<file path="src/rtl/uart_tx_arbiter_pkg.sv">
// Shared types and constants for the UART TX arbiter.
// State encodings are fixed so debug probes can decode the FSM directly.
package uart_tx_arbiter_pkg;

  typedef enum logic [1:0] {
    ST_IDLE  = 2'd0,
    ST_GRANT = 2'd1,
    ST_DRAIN = 2'd2
  } arb_state_t;

  localparam int ARB_FIXED = 0;
  localparam int ARB_RR    = 1;

  // Channel index width; covers the supported 2..8 channels.
  localparam int IDX_W = 3;

endpackage

</file>
<file path="src/rtl/uart_arb_pick.sv">
// Combinational winner picker: fixed priority (lowest index) or
// round-robin (first requester after ptr, wrapping).
module uart_arb_pick
  import uart_tx_arbiter_pkg::*;
#(
  parameter int NCH = 4
) (
  input  logic [NCH-1:0]   req,
  input  logic [IDX_W-1:0] ptr,
  input  logic             mode,
  output logic [NCH-1:0]   win_onehot,
  output logic [IDX_W-1:0] win_idx,
  output logic             win_valid
);

  logic [NCH-1:0] rot;
  int             base;

  always_comb begin
    // rot[j] is the request of the channel searched j-th; fixed mode starts at 0.
    base = mode ? ((int'(ptr) + 1) % NCH) : 0;
    rot  = '0;
    for (int j = 0; j < NCH; j++) begin
      for (int c = 0; c < NCH; c++) begin
        if (c == ((base + j) % NCH)) rot[j] = req[c];
      end
    end

    win_valid = 1'b0;
    win_idx   = '0;
    for (int j = 0; j < NCH; j++) begin
      if (!win_valid && rot[j]) begin
        win_valid = 1'b1;
        win_idx   = IDX_W'((base + j) % NCH);
      end
    end

    win_onehot = '0;
    for (int c = 0; c < NCH; c++) begin
      win_onehot[c] = win_valid && (win_idx == IDX_W'(c));
    end
  end

endmodule

</file>
<file path="src/rtl/uart_tx_arbiter.sv">
// Frame-atomic arbiter sharing one uart_tx between NCH print sources;
// non-owners are held off through their own busy line.
module uart_tx_arbiter
  import uart_tx_arbiter_pkg::*;
#(
  parameter int NCH            = 4,
  parameter int ARB_MODE       = 0,
  parameter int TIMEOUT_CYCLES = 0,
  parameter int CNT_W          = 26
) (
  input  logic             clk,
  input  logic             rst_n,
  input  logic [NCH-1:0]   req,
  input  logic [NCH-1:0]   src_tx_en,
  input  logic [8*NCH-1:0] src_tx_data,
  input  logic [NCH-1:0]   src_done,
  input  logic             uart_tx_busy,
  output logic [NCH-1:0]   src_tx_busy,
  output logic             uart_tx_en,
  output logic [7:0]       uart_tx_data,
  output logic [NCH-1:0]   grant,
  output logic [2:0]       owner_idx,
  output logic             timeout_err,
  output logic [2:0]       err_ch
);

  localparam bit               WD_EN   = (TIMEOUT_CYCLES > 0);
  localparam logic [CNT_W-1:0] WD_LAST = CNT_W'(WD_EN ? TIMEOUT_CYCLES - 1 : 0);
  localparam logic             RR_MODE = (ARB_MODE == ARB_RR);

  arb_state_t       state_reg, state_next;
  logic [NCH-1:0]   grant_reg, grant_next;
  logic [IDX_W-1:0] owner_idx_reg, owner_idx_next;
  logic [IDX_W-1:0] rr_ptr_reg, rr_ptr_next;
  logic [IDX_W-1:0] err_ch_reg, err_ch_next;
  logic [CNT_W-1:0] wd_cnt_reg, wd_cnt_next;
  logic             timeout_err_reg, timeout_err_next;

  logic [NCH-1:0]   win_onehot;
  logic [IDX_W-1:0] win_idx;
  logic             win_valid;
  logic             own_strobe, own_done, own_req;
  logic [7:0]       data_mux;

  uart_arb_pick #(.NCH(NCH)) u_pick (
    .req        (req),
    .ptr        (rr_ptr_reg),
    .mode       (RR_MODE),
    .win_onehot (win_onehot),
    .win_idx    (win_idx),
    .win_valid  (win_valid)
  );

  // grant_reg is non-zero only in GRANT, so masking by it gates the whole data path.
  assign own_strobe = |(grant_reg & src_tx_en);
  assign own_done   = |(grant_reg & src_done);
  assign own_req    = |(grant_reg & req);

  for (genvar gi = 0; gi < NCH; gi++) begin : g_busy
    assign src_tx_busy[gi] = grant_reg[gi] ? uart_tx_busy : 1'b1;
  end

  always_comb begin
    data_mux = '0;
    for (int k = 0; k < NCH; k++) begin
      if (grant_reg[k]) data_mux = data_mux | src_tx_data[8*k +: 8];
    end
  end

  assign uart_tx_en   = own_strobe;
  assign uart_tx_data = data_mux;
  assign grant        = grant_reg;
  assign owner_idx    = owner_idx_reg;
  assign timeout_err  = timeout_err_reg;
  assign err_ch       = err_ch_reg;

  always_comb begin
    state_next       = state_reg;
    grant_next       = grant_reg;
    owner_idx_next   = owner_idx_reg;
    rr_ptr_next      = rr_ptr_reg;
    err_ch_next      = err_ch_reg;
    wd_cnt_next      = wd_cnt_reg;
    timeout_err_next = 1'b0;

    case (state_reg)
      ST_IDLE: begin
        if (win_valid) begin
          state_next     = ST_GRANT;
          grant_next     = win_onehot;
          owner_idx_next = win_idx;
          wd_cnt_next    = '0;
          if (ARB_MODE != ARB_FIXED) rr_ptr_next = win_idx;
        end
      end
      ST_GRANT: begin
        wd_cnt_next = (own_strobe || !WD_EN) ? '0 : wd_cnt_reg + 1'b1;
        // A done in the same cycle as the timeout wins and suppresses the error.
        if (own_done || !own_req) begin
          state_next = ST_DRAIN;
          grant_next = '0;
        end else if (WD_EN && !own_strobe && (wd_cnt_reg == WD_LAST)) begin
          state_next       = ST_DRAIN;
          grant_next       = '0;
          timeout_err_next = 1'b1;
          err_ch_next      = owner_idx_reg;
        end
      end
      ST_DRAIN: begin
        if (!uart_tx_busy) state_next = ST_IDLE;
      end
      default: state_next = ST_IDLE;
    endcase
  end

  always_ff @(posedge clk or negedge rst_n) begin
    if (!rst_n) begin
      state_reg       <= ST_IDLE;
      grant_reg       <= '0;
      owner_idx_reg   <= '0;
      rr_ptr_reg      <= IDX_W'(NCH - 1);
      err_ch_reg      <= '0;
      wd_cnt_reg      <= '0;
      timeout_err_reg <= 1'b0;
    end else begin
      state_reg       <= state_next;
      grant_reg       <= grant_next;
      owner_idx_reg   <= owner_idx_next;
      rr_ptr_reg      <= rr_ptr_next;
      err_ch_reg      <= err_ch_next;
      wd_cnt_reg      <= wd_cnt_next;
      timeout_err_reg <= timeout_err_next;
    end
  end

endmodule

</file>
<file path="config.mk">
export PLATFORM = sky130hd
export DESIGN_NAME = uart_tx_arbiter
export DESIGN_NICKNAME = d
export VERILOG_FILES = /design/src/rtl/uart_tx_arbiter_pkg.sv /design/src/rtl/uart_arb_pick.sv /design/src/rtl/uart_tx_arbiter.sv
export SDC_FILE = /design/constraint.sdc
export NUM_CORES = 1
export LEC_CHECK = 0
export CAP_MARGIN = 20
export CORE_UTILIZATION = 30
export DETAILED_ROUTE_END_ITERATION = 10
export MAX_ROUTING_LAYER = met4
export PLACE_DENSITY = 0.81
export SLEW_MARGIN = 5
export SYNTH_ARGS = -nofsm -noshare
export SYNTH_HDL_FRONTEND = slang
export SYNTH_SLANG_ARGS = --single-unit
</file>
<file path="constraint.sdc">
create_clock -name clk -period 3.9 [get_ports clk]
set_input_delay 0.585 -clock clk [delete_from_list [all_inputs] [get_ports clk]]
set_output_delay 0.585 -clock clk [all_outputs]
set_load 0.02 [all_outputs]
</file>
==> metrics.md <==
| Metric | Value |
|---|---|
| Leak Pwr | `0.528 nW` |
| Crit share post-route | `0.624` |
| NetSw | `324 µW` |
| Setup CP Type | `primary input to output pin` |
| Final hold vios | `0` |
| Initial antenna violation count | `0` |
| Die Y | `49.7 µm` |
| Synthesized area | `682 µm²` |
| Status | `complete, no violations` |
| EDFF count, synth | `0` |
| CTS Hold Bufs | `0` |
| Sequential area share after synthesis | `0.294` |
| Top FF cell, synth | `dfrtp_1` |
| I/O Buffers | `65` |
| Pre-CTS setup slack | `1470 ps` |
| Fmax | `411 MHz` |
| Setup violators final | `0` |
| Combinational power share | `0.641` |
| Worst-Margin Slew | `543 ps` |
| Hold WC Path Type | `flop to flop` |
| Commonest non-fill, non-tap cell in the layout | `clkdlybuf4s50_1` |
| Final setup margin | `1470 ps` |
| Clk_skew | `3.32 ps` |
| Critical-path top delay cell | `clkdlybuf4s50_1` |
| Largest net degree at the start of global routing | `17` |
| Vias | `916` |
| 1st-pass router iterations | `4` |
| Final sum of negative setup slack | `0 ps` |
| Number of global-route vias before repair | `860` |
| # rows | `16` |
| Seq pwr share | `0.268` |
| Drt initial violations | `27` |
| ANT nets after route | `0` |
| Endpoint type of the worst setup path | `output pin` |
| CP cell instances | `clkdlybuf4s50_1, a22oi_1, nand2_1, clkdlybuf4s50_1` |
| Synth Instances | `86` |
| Die ar. | `2470 µm²` |
| Type of element launching the critical path | `primary input` |
| Share of cells above drive strength 1 | `0.0470` |
| Commonest non-fill, non-tap cells in the layout | `clkdlybuf4s50_1 (65), a22oi_1 (20), nand2_1 (14), dfrtp_1 (8), a21oi_1 (6)` |
| Aggregate routed wire length | `2620 µm` |
| Ant diodes | `0` |
| Cell internal pwr | `395 µW` |
| Cts repair resizes | `0` |
| Skew-Pair Late Insertion Delay | `260 ps` |
| Clock sinks | `8` |
| Sw frac | `0.451` |
| Clock Path Buffers | `2` |
| Arrival time worst endpoint | `1850 ps` |
| Flops & latches, synth | `8` |
| Max cap viols | `0` |
| CTS tree | `built` |
| H-tree lvl count | `1` |
| Critical path's largest stage delay | `600 ps` |
| DR DRC count | `0` |
| First-pass GRT wire length | `4200 µm` |
| VDD IR max | `0.327 mV` |
| Largest register FFs | `4` |
| Post-detail-place hpwl | `2020 µm` |
| Gr usage total | `0.231` |
| PD cells | `532 nW/µm²` |
| Final Max Slew Viols | `0` |
| Hold WS | `485 ps` |
| Nets@finish | `198` |
| Most prevalent standard cell on the critical path | `clkdlybuf4s50_1` |
| Core Region | `2040 µm²` |
| RSZ-0062 raised after global routing | `false` |
| Die W | `49.7 µm` |
| Initial Util | `0.334` |
| Final Wtd Congestion | `0.875` |
| Clk pin slew, worst setup/hold paths | `50 ps` |
| DR WL/cell | `14.9 µm` |
| Post-CTS Setup Inserts | `0` |
| Async set-reset flop share out of synthesis | `1.00` |
| Root buf cell | `clkbuf_4` |
| Synth-to-Final Area Change | `98.2%` |
| Overflow after GRT | `0` |
| Clk pwr share | `0.091` |
| Mean Syn Cell Area | `7.93 µm²` |
| Worst Path Required | `3310 ps` |
| Cts bufs inserted | `3` |
| IO Pins | `71` |
| Worst-path maximum fanout | `1` |
| DR vias/cell | `5.20` |
| Count of cell types in the netlist | `26` |
| Ys Warns | `0` |
| Worst slew margin | `0.638` |
| Min cycle time layout | `2430 ps` |
==> final timing paths <==
path                                            end  slack (ps)  cells after the start                startpoint
setup / recovery                    uart_tx_data[1]        1470                      4           src_tx_data[17]
hold / removal             owner_idx[1]$_DFFE_PN0P_         490                      1  owner_idx[1]$_DFFE_PN0P_
setup reg to reg           state_reg[1]$_DFFE_PN0P_        2120                      4      grant[0]$_DFFE_PN0P_
hold reg to reg            owner_idx[1]$_DFFE_PN0P_         490                      1  owner_idx[1]$_DFFE_PN0P_
max in group asynchronous  state_reg[1]$_DFFE_PN0P_        3030                      1                     rst_n
min in group asynchronous      grant[0]$_DFFE_PN0P_         600                      1                     rst_n
==> per-layer routing <==
layer,track usage,wire (µm),up-vias
li1,-,-,446
met1,0.277,1120,434
met2,0.378,1360,31
met3,0.0340,108,5
met4,0.105,33,0
met5,-,0,-
==> power by group through the flow <==
stage | sequential (mW) | clock, mW | combinational (mW)
final | 0.193 | 0.0654 | 0.461
after floorplan | 0.178 | 0 | 0.248
after global placement | 0.191 | 0 | 0.455
after detailed placement | 0.193 | 0 | 0.462
after CTS | 0.192 | 0.0682 | 0.464
after global routing | 0.202 | 0.0756 | 0.496
==> stage by stage <==
step	instances	area (µm²)	power (mW)	util
after detailed placement	173	1330	0.655	0.651
after floorplan	90	697	0.426	-
after CTS	176	1350	0.724	0.662
after global routing	176	1350	0.774	0.662
final	176	1350	0.719	0.662
after global placement	173	1330	0.647	0.651
==> worst max-delay path: cells and delay by family <==
| family | cells | cell delay, ps |
|---|---|---|
| buffers and inverters | 2 | 1050 |
| AOI/OAI and AO/OA | 1 | 80 |
| and+or+nand+nor | 1 | 120 |
==> final cells by class <==
cell class | count | area, µm²
repair buffers | 65 | 651
multi-input cells | 70 | 433
well taps | 27 | 33.8
clock buffers | 3 | 22.5
inverters | 3 | 11.3
flip-flops and latches | 8 | 200
fillers | 201 | 691
==> cell families after synthesis <==
group | Yosys count | synth area share
compound gates | 37 | 0.398
buf+inv | 12 | 0.0936
flops | 8 | 0.294
other cells | 1 | 0.00550
simple gates | 28 | 0.209
==> Yosys cell counts (all sizes together), types with 2 or more instances <==
master | count | area (µm²)
a22oi | 20 | 150
nand2 | 14 | 52.6
dfrtp | 8 | 200
a21oi | 6 | 30.0
buf | 5 | 37.5
clkbuf | 4 | 15.0
nand2b | 4 | 25.0
nor2 | 4 | 15.0
inv | 3 | 11.3
o21ai | 2 | 10.0
Power figures use the tool's default switching activity.
